[src/rtl/echo_ranger.sv]
// HC-SR04 ranging FSM: trigger generation, echo sync, divider-free cm count, timeout/stuck-echo supervision.
// The timeout strobe lands on edge TRIG_CYCLES+ECHO_TIMEOUT-1 after the tk rising edge; timeout wins over echo edges in the same cycle.
module echo_ranger #(
  parameter int TRIG_CYCLES   = 270,
  parameter int PERIOD_CYCLES = 1620000,
  parameter int CYCLES_PER_CM = 1574,
  parameter int ECHO_TIMEOUT  = 810000,
  parameter int MAX_CM        = 127
) (
  input  logic       clk,
  input  logic       rst_n,
  input  logic       ech,
  output logic       tk,
  output logic [6:0] distance_cm,
  output logic       dist_valid,
  output logic       no_echo
);

  localparam int PW = $clog2(PERIOD_CYCLES + 1);
  localparam int TW = $clog2(ECHO_TIMEOUT + 1);
  localparam int SW = $clog2(CYCLES_PER_CM) + 1;

  localparam logic [PW-1:0] TRIG_LAST = PW'(TRIG_CYCLES - 1);
  localparam logic [PW-1:0] PER_LAST  = PW'(PERIOD_CYCLES - 1);
  localparam logic [PW-1:0] PER_SAT   = {PW{1'b1}};
  localparam logic [TW-1:0] TO_LAST   = TW'(ECHO_TIMEOUT - 1);
  localparam logic [SW-1:0] SUB_LAST  = SW'(CYCLES_PER_CM - 1);
  localparam logic [6:0]    CM_MAX    = 7'(MAX_CM);

  typedef enum logic [1:0] {
    S_TRIG      = 2'd0,
    S_WAIT_RISE = 2'd1,
    S_MEASURE   = 2'd2,
    S_HOLDOFF   = 2'd3
  } state_t;

  state_t          r_state;
  state_t          w_state_nxt;
  logic            r_sync;
  logic            r_ech_s;
  logic [PW-1:0]   r_per_cnt;
  logic [TW-1:0]   r_to_cnt;
  logic [SW-1:0]   r_sub_cnt;
  logic [6:0]      r_cm_cnt;
  logic            r_tk;
  logic [6:0]      r_distance;
  logic            r_dist_valid;
  logic            r_no_echo;
  logic            w_timeout;
  logic            w_strobe;
  logic [6:0]      w_dist_nxt;
  logic            w_no_echo_nxt;

  assign tk          = r_tk;
  assign distance_cm = r_distance;
  assign dist_valid  = r_dist_valid;
  assign no_echo     = r_no_echo;
  assign w_timeout   = (r_to_cnt == TO_LAST);

  // Two-flop echo synchroniser
  always_ff @(posedge clk or negedge rst_n) begin
    if (!rst_n) begin
      r_sync  <= 1'b0;
      r_ech_s <= 1'b0;
    end else begin
      r_sync  <= ech;
      r_ech_s <= r_sync;
    end
  end

  // State register
  always_ff @(posedge clk or negedge rst_n) begin
    if (!rst_n) begin
      r_state <= S_TRIG;
    end else begin
      r_state <= w_state_nxt;
    end
  end

  // Next-state logic; HOLDOFF never re-triggers while echo is still high
  always_comb begin
    w_state_nxt = r_state;
    case (r_state)
      S_TRIG: begin
        if (r_per_cnt >= TRIG_LAST) w_state_nxt = S_WAIT_RISE;
        else                        w_state_nxt = S_TRIG;
      end
      S_WAIT_RISE: begin
        if (w_timeout)    w_state_nxt = S_HOLDOFF;
        else if (r_ech_s) w_state_nxt = S_MEASURE;
        else              w_state_nxt = S_WAIT_RISE;
      end
      S_MEASURE: begin
        if (w_timeout || !r_ech_s) w_state_nxt = S_HOLDOFF;
        else                       w_state_nxt = S_MEASURE;
      end
      S_HOLDOFF: begin
        if ((r_per_cnt >= PER_LAST) && !r_ech_s) w_state_nxt = S_TRIG;
        else                                     w_state_nxt = S_HOLDOFF;
      end
      default: w_state_nxt = S_TRIG;
    endcase
  end

  // Result/strobe decode for the cycle that leaves WAIT_RISE or MEASURE
  always_comb begin
    w_strobe      = 1'b0;
    w_dist_nxt    = r_distance;
    w_no_echo_nxt = r_no_echo;
    if (((r_state == S_WAIT_RISE) || (r_state == S_MEASURE)) && w_timeout) begin
      w_strobe      = 1'b1;
      w_dist_nxt    = CM_MAX;
      w_no_echo_nxt = 1'b1;
    end else if ((r_state == S_MEASURE) && !r_ech_s) begin
      w_strobe      = 1'b1;
      w_dist_nxt    = r_cm_cnt;
      w_no_echo_nxt = 1'b0;
    end else begin
      w_strobe      = 1'b0;
      w_dist_nxt    = r_distance;
      w_no_echo_nxt = r_no_echo;
    end
  end

  // Period and timeout counters; period saturates so a stuck echo cannot wrap it
  always_ff @(posedge clk or negedge rst_n) begin
    if (!rst_n) begin
      r_per_cnt <= '0;
      r_to_cnt  <= '0;
    end else begin
      if ((r_state != S_TRIG) && (w_state_nxt == S_TRIG)) r_per_cnt <= '0;
      else if (r_per_cnt != PER_SAT)                      r_per_cnt <= r_per_cnt + 1'b1;
      else                                                r_per_cnt <= r_per_cnt;

      if (r_state == S_TRIG)                                          r_to_cnt <= '0;
      else if ((r_state == S_WAIT_RISE) || (r_state == S_MEASURE))    r_to_cnt <= r_to_cnt + 1'b1;
      else                                                            r_to_cnt <= r_to_cnt;
    end
  end

  // Echo-width counter; the rising sample seen in WAIT_RISE is counted too
  always_ff @(posedge clk or negedge rst_n) begin
    if (!rst_n) begin
      r_sub_cnt <= '0;
      r_cm_cnt  <= 7'd0;
    end else if (r_state == S_TRIG) begin
      r_sub_cnt <= '0;
      r_cm_cnt  <= 7'd0;
    end else if (((r_state == S_WAIT_RISE) || (r_state == S_MEASURE)) && r_ech_s) begin
      if (r_sub_cnt == SUB_LAST) begin
        r_sub_cnt <= '0;
        r_cm_cnt  <= (r_cm_cnt >= CM_MAX) ? CM_MAX : r_cm_cnt + 7'd1;
      end else begin
        r_sub_cnt <= r_sub_cnt + 1'b1;
        r_cm_cnt  <= r_cm_cnt;
      end
    end else begin
      r_sub_cnt <= r_sub_cnt;
      r_cm_cnt  <= r_cm_cnt;
    end
  end

  // Registered outputs
  always_ff @(posedge clk or negedge rst_n) begin
    if (!rst_n) begin
      r_tk         <= 1'b0;
      r_distance   <= 7'd0;
      r_dist_valid <= 1'b0;
      r_no_echo    <= 1'b0;
    end else begin
      r_tk         <= (r_state == S_TRIG);
      r_distance   <= w_dist_nxt;
      r_dist_valid <= w_strobe;
      r_no_echo    <= w_no_echo_nxt;
    end
  end

endmodule
[config.mk]
export PLATFORM = sky130hd
export DESIGN_NAME = echo_ranger
export DESIGN_NICKNAME = d
export VERILOG_FILES = /design/src/rtl/echo_ranger.sv
export SDC_FILE = /design/constraint.sdc
export NUM_CORES = 1
export LEC_CHECK = 0
export CORE_ASPECT_RATIO = 0.8
export CORE_MARGIN = 2
export CORE_UTILIZATION = 60
export DETAILED_ROUTE_END_ITERATION = 8
export PLACE_DENSITY = 0.8
export SLEW_MARGIN = 40
export SYNTH_ARGS = -nofsm -noshare
export SYNTH_HDL_FRONTEND = slang
export SYNTH_SLANG_ARGS = --single-unit
[constraint.sdc]
create_clock -name clk -period 2.44 [get_ports clk]
set_input_delay 0.488 -clock clk [delete_from_list [all_inputs] [get_ports clk]]
set_output_delay 0.488 -clock clk [all_outputs]
set_load 0.02 [all_outputs]
Yosys cells after proc, flatten, opt, wreduce, memory -nomap -nowiden
Cells that the tools add are included.

word-level totals
  bits in registers = 74
  input port bits = 3
  output and inout port bits = 10
  logic and storage cells = 64

operators by class
  add/sub/neg operators = 4
  magnitude comparators = 3
  eq/ne operators = 6
  mux-type cells = 23
  reductions and logical operators = 17

operators by type and width
  cell                   number
  $mux 21                2
  $mux 7                 6
  $mux 20                2
  $mux 12                3
  $add 21x1->21 const B  1
  $ge 21x21->1 const B   1
  $ge 21x9->1 const B    1
  $ne 21x21->1 const B   1
  $add 20x1->20 const B  1
  $eq 20x20->1 const B   1
  $add 12x1->12 const B  1
  $eq 12x11->1 const B   1
  $reduce_bool 2->1      6
  $pmux 2 s4             1
  $add 7x1->7 const B    1
  $ge 7x7->1 const B     1
  $mux 1                 6
  $mux 2                 3
  $logic_and 1x1->1      5
  $eq 2x2->1 const B     2
  $logic_not 2->1        2
  $eq 2x1->1 const B     1
  $logic_or 1x1->1       2
  $reduce_and 2->1       1
  $logic_not 1->1        1

Depth between registers and ports, before layout
  depth in word-level cells = 7
  mapped depth = 9
  depth with buffers taken out = 7

Worst setup path after synthesis
Ideal clock, no wire load.

  path kind = flip-flop to flip-flop
  from = reg r_state[0]
  to = reg r_sub_cnt[9]
  setup time = 0.078 ns
  arrival = 1.821 ns
  data required time = 2.362 ns
  slack = 0.541 ns
  stages on the path, launching flop included = 9
  buffers on the path = 2
  period minus slack after synthesis = 1.899 ns
  path through = dfrtp_1 -> inv_1 -> ha_1 -> clkbuf_1 -> a21oi_1 -> clkbuf_1 -> nand4b_1 -> or3_1 -> a21oi_1

between the ends
  word-level cells in the longest chain between the ends = 4
  elaborated cells on any way between the ends = 7
  classes of those cells = 2 x eq/ne; 1 x mux; 4 x reduce/logical

ends and longest elaborated chain
  item                                             line  RTL
  start: declaration                               37    state_t r_state;
  start signal: assignment                         76    r_state <= w_state_nxt;
  $eq 2x1->1 / $eq 2x2->1 (equally long branches)  149   end else if (((r_state == S_WAIT_RISE) || (r_state == S_MEASURE)) && r_ech_s) begin
  $logic_or 1x1->1                                 149
  $logic_and 1x1->1                                149
  $reduce_bool 2->1 (no source line)               -
  end signal: assignment                           154   r_sub_cnt <= r_sub_cnt + 1'b1;
  end signal: assignment                           158   r_sub_cnt <= r_sub_cnt;
  end: declaration                                 43    logic [SW-1:0] r_sub_cnt;

Several ways; a longest one is shown, not always the timed one.
A chain may end at the register's enable or synchronous reset.

Worst setup path after layout
  from = reg r_per_cnt[1]
  to = reg r_per_cnt[13]

between the ends
  word-level cells in the longest chain between the ends = 7
  elaborated cells on any way between the ends = 13
  classes of those cells = 1 x add/sub; 2 x order compare; 1 x eq/ne; 5 x mux; 4 x reduce/logical

ends and longest elaborated chain
  item                                                 line  RTL
  start: declaration                                   41    logic [PW-1:0] r_per_cnt;
  start signal: assignment                             132   else if (r_per_cnt != PER_SAT) r_per_cnt <= r_per_cnt + 1'b1;
  start signal: assignment                             133   else r_per_cnt <= r_per_cnt;
  $ge 21x21->1                                         98    if ((r_per_cnt >= PER_LAST) && !r_ech_s) w_state_nxt = S_TRIG;
  $logic_and 1x1->1                                    98
  $mux 2                                               98
  $pmux 2 s4                                           83    case (r_state)
  $logic_not 2->1                                      131   if ((r_state != S_TRIG) && (w_state_nxt == S_TRIG)) r_per_cnt <= '0;
  $logic_and 1x1->1                                    131
  $mux 21 / $reduce_bool 2->1 (equally long branches)  -

Several ways; a longest one is shown, not always the timed one. The select of a mux whose other input is x is not followed.

==> flow_metrics.env <==
export IMPL_setup_violations=0
export IMPL_num_vias=3047
export IMPL_dpl_cell_area_um2=4030
export IMPL_cts_root_buf="clkbuf_8"
export IMPL_routabilityCongestion=0.8507
export IMPL_critPathKind="flop to flop"
export IMPL_clock_path_buffers=2
export IMPL_crit_path_end_kind="flop"
export IMPL_crit_arrival_ns=2.35
export IMPL_setup_tns_final_ns=0
export IMPL_clock_skew_ns=0.009776
export IMPL_dr_pass1_iters=5
export IMPL_netlist_top_cell_by_area="dfrtp_1"
export IMPL_clk_pin_slew_ns=0.08
export IMPL_start_util_pct=63.10
export IMPL_ys_async_sr_fraction_pct=100.0
export IMPL_reg2reg_depth=5
export IMPL_ant_nets=0
export IMPL_drive_above_1_share_pct=7.092
export IMPL_cts_sinks=74
export IMPL_post_route_cell_area_um2=4233
export IMPL_total_power_mw=2.221
export IMPL_die_x_um=92.86
export IMPL_cts_max_level=3
export IMPL_path_max_fanout=8
export IMPL_timing_hold_violations_final=0
export IMPL_ys_seq_elements=74
export IMPL_utilization_pct=70.48
export IMPL_p_seq_share_pct=55.4
export IMPL_pwr_share_clk_pct=43.3
export IMPL_placed_cells=489
export IMPL_syn_area_um2=3790
export IMPL_rsz0062_at_grt="no"
export IMPL_post_place_ws_ns=0.3719
export IMPL_power_leakage_nw=1.805
export IMPL_nFillCells=473
export IMPL_ys_seq_area_share_pct=48.86
export IMPL_grt_pass1_wl_um=13460
export IMPL_yosysTopAreaCellShare_pct=48.86
export IMPL_final_nets=432
export IMPL_antennaDiodeCount=0
export IMPL_syn_nets=415
export IMPL_io_pins=13
export IMPL_ys_warn_count=0
export IMPL_cts_tree="done"
export IMPL_cap_viol_max_count=0
export IMPL_dpl_hpwl_um=5193
export IMPL_r2r_start="r_per_cnt[1]$_DFFE_PN0P_"
export IMPL_core_area_um2=6006
export IMPL_p_sw_mw=0.4658
export IMPL_synth_common_cells="74 x dfrtp_1, 48 x nor2_1, 35 x nand2_1"
export IMPL_viasPerCell=6.046
export IMPL_finalWorstSetupSlack_ns=0.3611
export IMPL_cts_buffers=9
export IMPL_reg2reg_slack_ns=0.36
export IMPL_postCtsSetupBuffers=0
export IMPL_cp_start_kind="flop"
export IMPL_synth_edf_count=0
export IMPL_fin_hold_ws_ns=0.1170
export IMPL_drt_iter0_markers=261
export IMPL_die_h_um=75.09
export IMPL_period_share_pct=85.20
export IMPL_p_sw_share_pct=20.97
export IMPL_synth_area_leaders="dfrtp_1 49%, nor2_1 4.8%, xor2_1 4.4%"
export IMPL_reg2reg_to="r_per_cnt[13]$_DFFE_PN0P_"
export IMPL_synthFlopType="dfrtp_1"
export IMPL_fmax_mhz=481.0
export IMPL_yosysMostFrequentCell="dfrtp_1"
export IMPL_min_period_ns=2.079
export IMPL_vdd_drop_max_v=0.0003749
export IMPL_combPwrFrac_pct=1.3
export IMPL_cp_startpoint="r_per_cnt[1]$_DFFE_PN0P_"
export IMPL_placementRows=25
export IMPL_die_area_um2=6972
export IMPL_areaGrowthSynthToFinish_pct=11.69
export IMPL_io_buffers=12
export IMPL_crit_required_ns=2.71
export IMPL_syn_avg_cell_area_um2=9.428
export IMPL_syn_inst=402
export IMPL_cts_resized_gates=0
export IMPL_hold_buffers=0
export IMPL_worstHoldPathType="input pin to asynchronous set/reset pin"
export IMPL_drc=0
export IMPL_clock_latency_ns=0.35
export IMPL_grt_start_max_net_pins=43
export IMPL_p_int_mw=1.755
export IMPL_max_slew_margin_pct=58.71
export IMPL_slew_viol_final=0
export IMPL_synthDistinctLibCells=47
export IMPL_status="finished, final reports clean"
export IMPL_grt_pass1_vias=2957
export IMPL_tightest_slew_ns=0.6146
export IMPL_layoutNonFillerInstCount=504
export IMPL_wl_um=7632
export IMPL_cellPowerDensity_nw_per_um2=524.8
export IMPL_overflow=0
export IMPL_antenna_found_initial=0
export IMPL_grt_usage_pct=24.67
export IMPL_wl_per_cell_um=15.14
## logic make-up (layout without fill, tap and decap cells)
| family | after synthesis | count (layout) | synth area share [%] |
|---|---|---|---|
| adders and majority gates | 10 | 10 | 3.301 |
| xor gates and xnor gates | 31 | 31 | 7.164 |
| AOI/OAI and AO/OA | 81 | 81 | 13.80 |
| DFF | 74 | 74 | 48.86 |
| and+or+nand+nor | 178 | 178 | 23.87 |
| buffers and inverters | 28 | 49 | 3.004 |
## critical path: stages, from the launching register on
cell and delay [ns]:
dfrtp_1 0.47, ha_1 0.31, nand3_1 0.27, o31ai_1 0.62, o21ai_0 0.20, a21oi_1 0.15
## registers in the layout, summed over array words and instances (netlist names)
register / flops
r_per_cnt: 21
r_to_cnt: 20
r_sub_cnt: 12
distance_cm: 7
r_cm_cnt: 7
r_state: 2
dist_valid: 1
no_echo: 1
r_ech_s: 1
r_sync: 1
tk: 1
## routing by layer
metal / wire (um) / GRT usage [%] / part of all wire (%) / vias up
met5: 0 / 0 / 0 / -
met4: 169 / 10.13 / 2.2 / 0
met3: 428 / 5.706 / 5.6 / 18
met2: 3314 / 38.24 / 43 / 88
met1: 3720 / 34.18 / 49 / 1467
li1: - / - / - / 1474
## worst max path at each step
stage | end | cells after the start | slack [ns]
2_1_floorplan | r_sub_cnt[9]$_DFFE_PN0P_ | 8 | 0.54
3_3_place_gp | r_to_cnt[19]$_DFFE_PN0P_ | 6 | 0.52
3_5_place_dp | r_per_cnt[13]$_DFFE_PN0P_ | 5 | 0.37
4_1_cts | r_per_cnt[13]$_DFFE_PN0P_ | 5 | 0.37
5_1_grt | r_per_cnt[13]$_DFFE_PN0P_ | 5 | 0.12
6_report | r_per_cnt[13]$_DFFE_PN0P_ | 5 | 0.36
## power groups by stage
stage,Clock [mW],Combinational [mW],Sequential [mW]
after detailed placement,0,0.0319,1.25
after global routing,1.04,0.0363,1.23
after CTS,0.985,0.0319,1.23
final,0.962,0.0296,1.23
after global placement,0,0.0318,1.25
after floorplan,0,0.000550,1.25
## final cells by class
| class | count | area [um2] | share of cell area (%) |
|---|---|---|---|
| Timing Repair Buffer | 21 | 197.7 | 4.670 |
| Tap cell | 81 | 101.3 | 2.394 |
| Inverter | 13 | 48.80 | 1.153 |
| Sequential cell | 74 | 1852 | 43.75 |
| Clock inverter | 4 | 51.30 | 1.212 |
| Multi-Input combinational cell | 300 | 1831 | 43.25 |
| Clock buffer | 11 | 151.4 | 3.577 |
## layout by cell type (no fill, tap or decap), types with 2 or more instances in the layout
cell type         n
and4_1            3
and2_1            4
nor4_1            6
xnor2_1          12
nor3_1            8
ha_1             10
or2_2             2
o22a_1            2
a21o_1            2
nor2b_1           7
a211oi_1          4
and4b_1           2
dfrtp_1          74
nand3_1          24
o31ai_1           9
clkdlybuf4s50_1  11
clkbuf_8         11
nand2b_1          3
or4_1             2
nor4b_1           2
o211ai_1          4
nand2_1          35
o311ai_0          4
nor2_1           48
nand4_1           9
a21oi_1          20
or3_1             8
o21ai_0          20
buf_4             9
and3_1            8
a31oi_1           4
o2111ai_1         5
inv_1            13
xor2_1           19
nand4b_1          2
(Power assumes the default switching activity.)
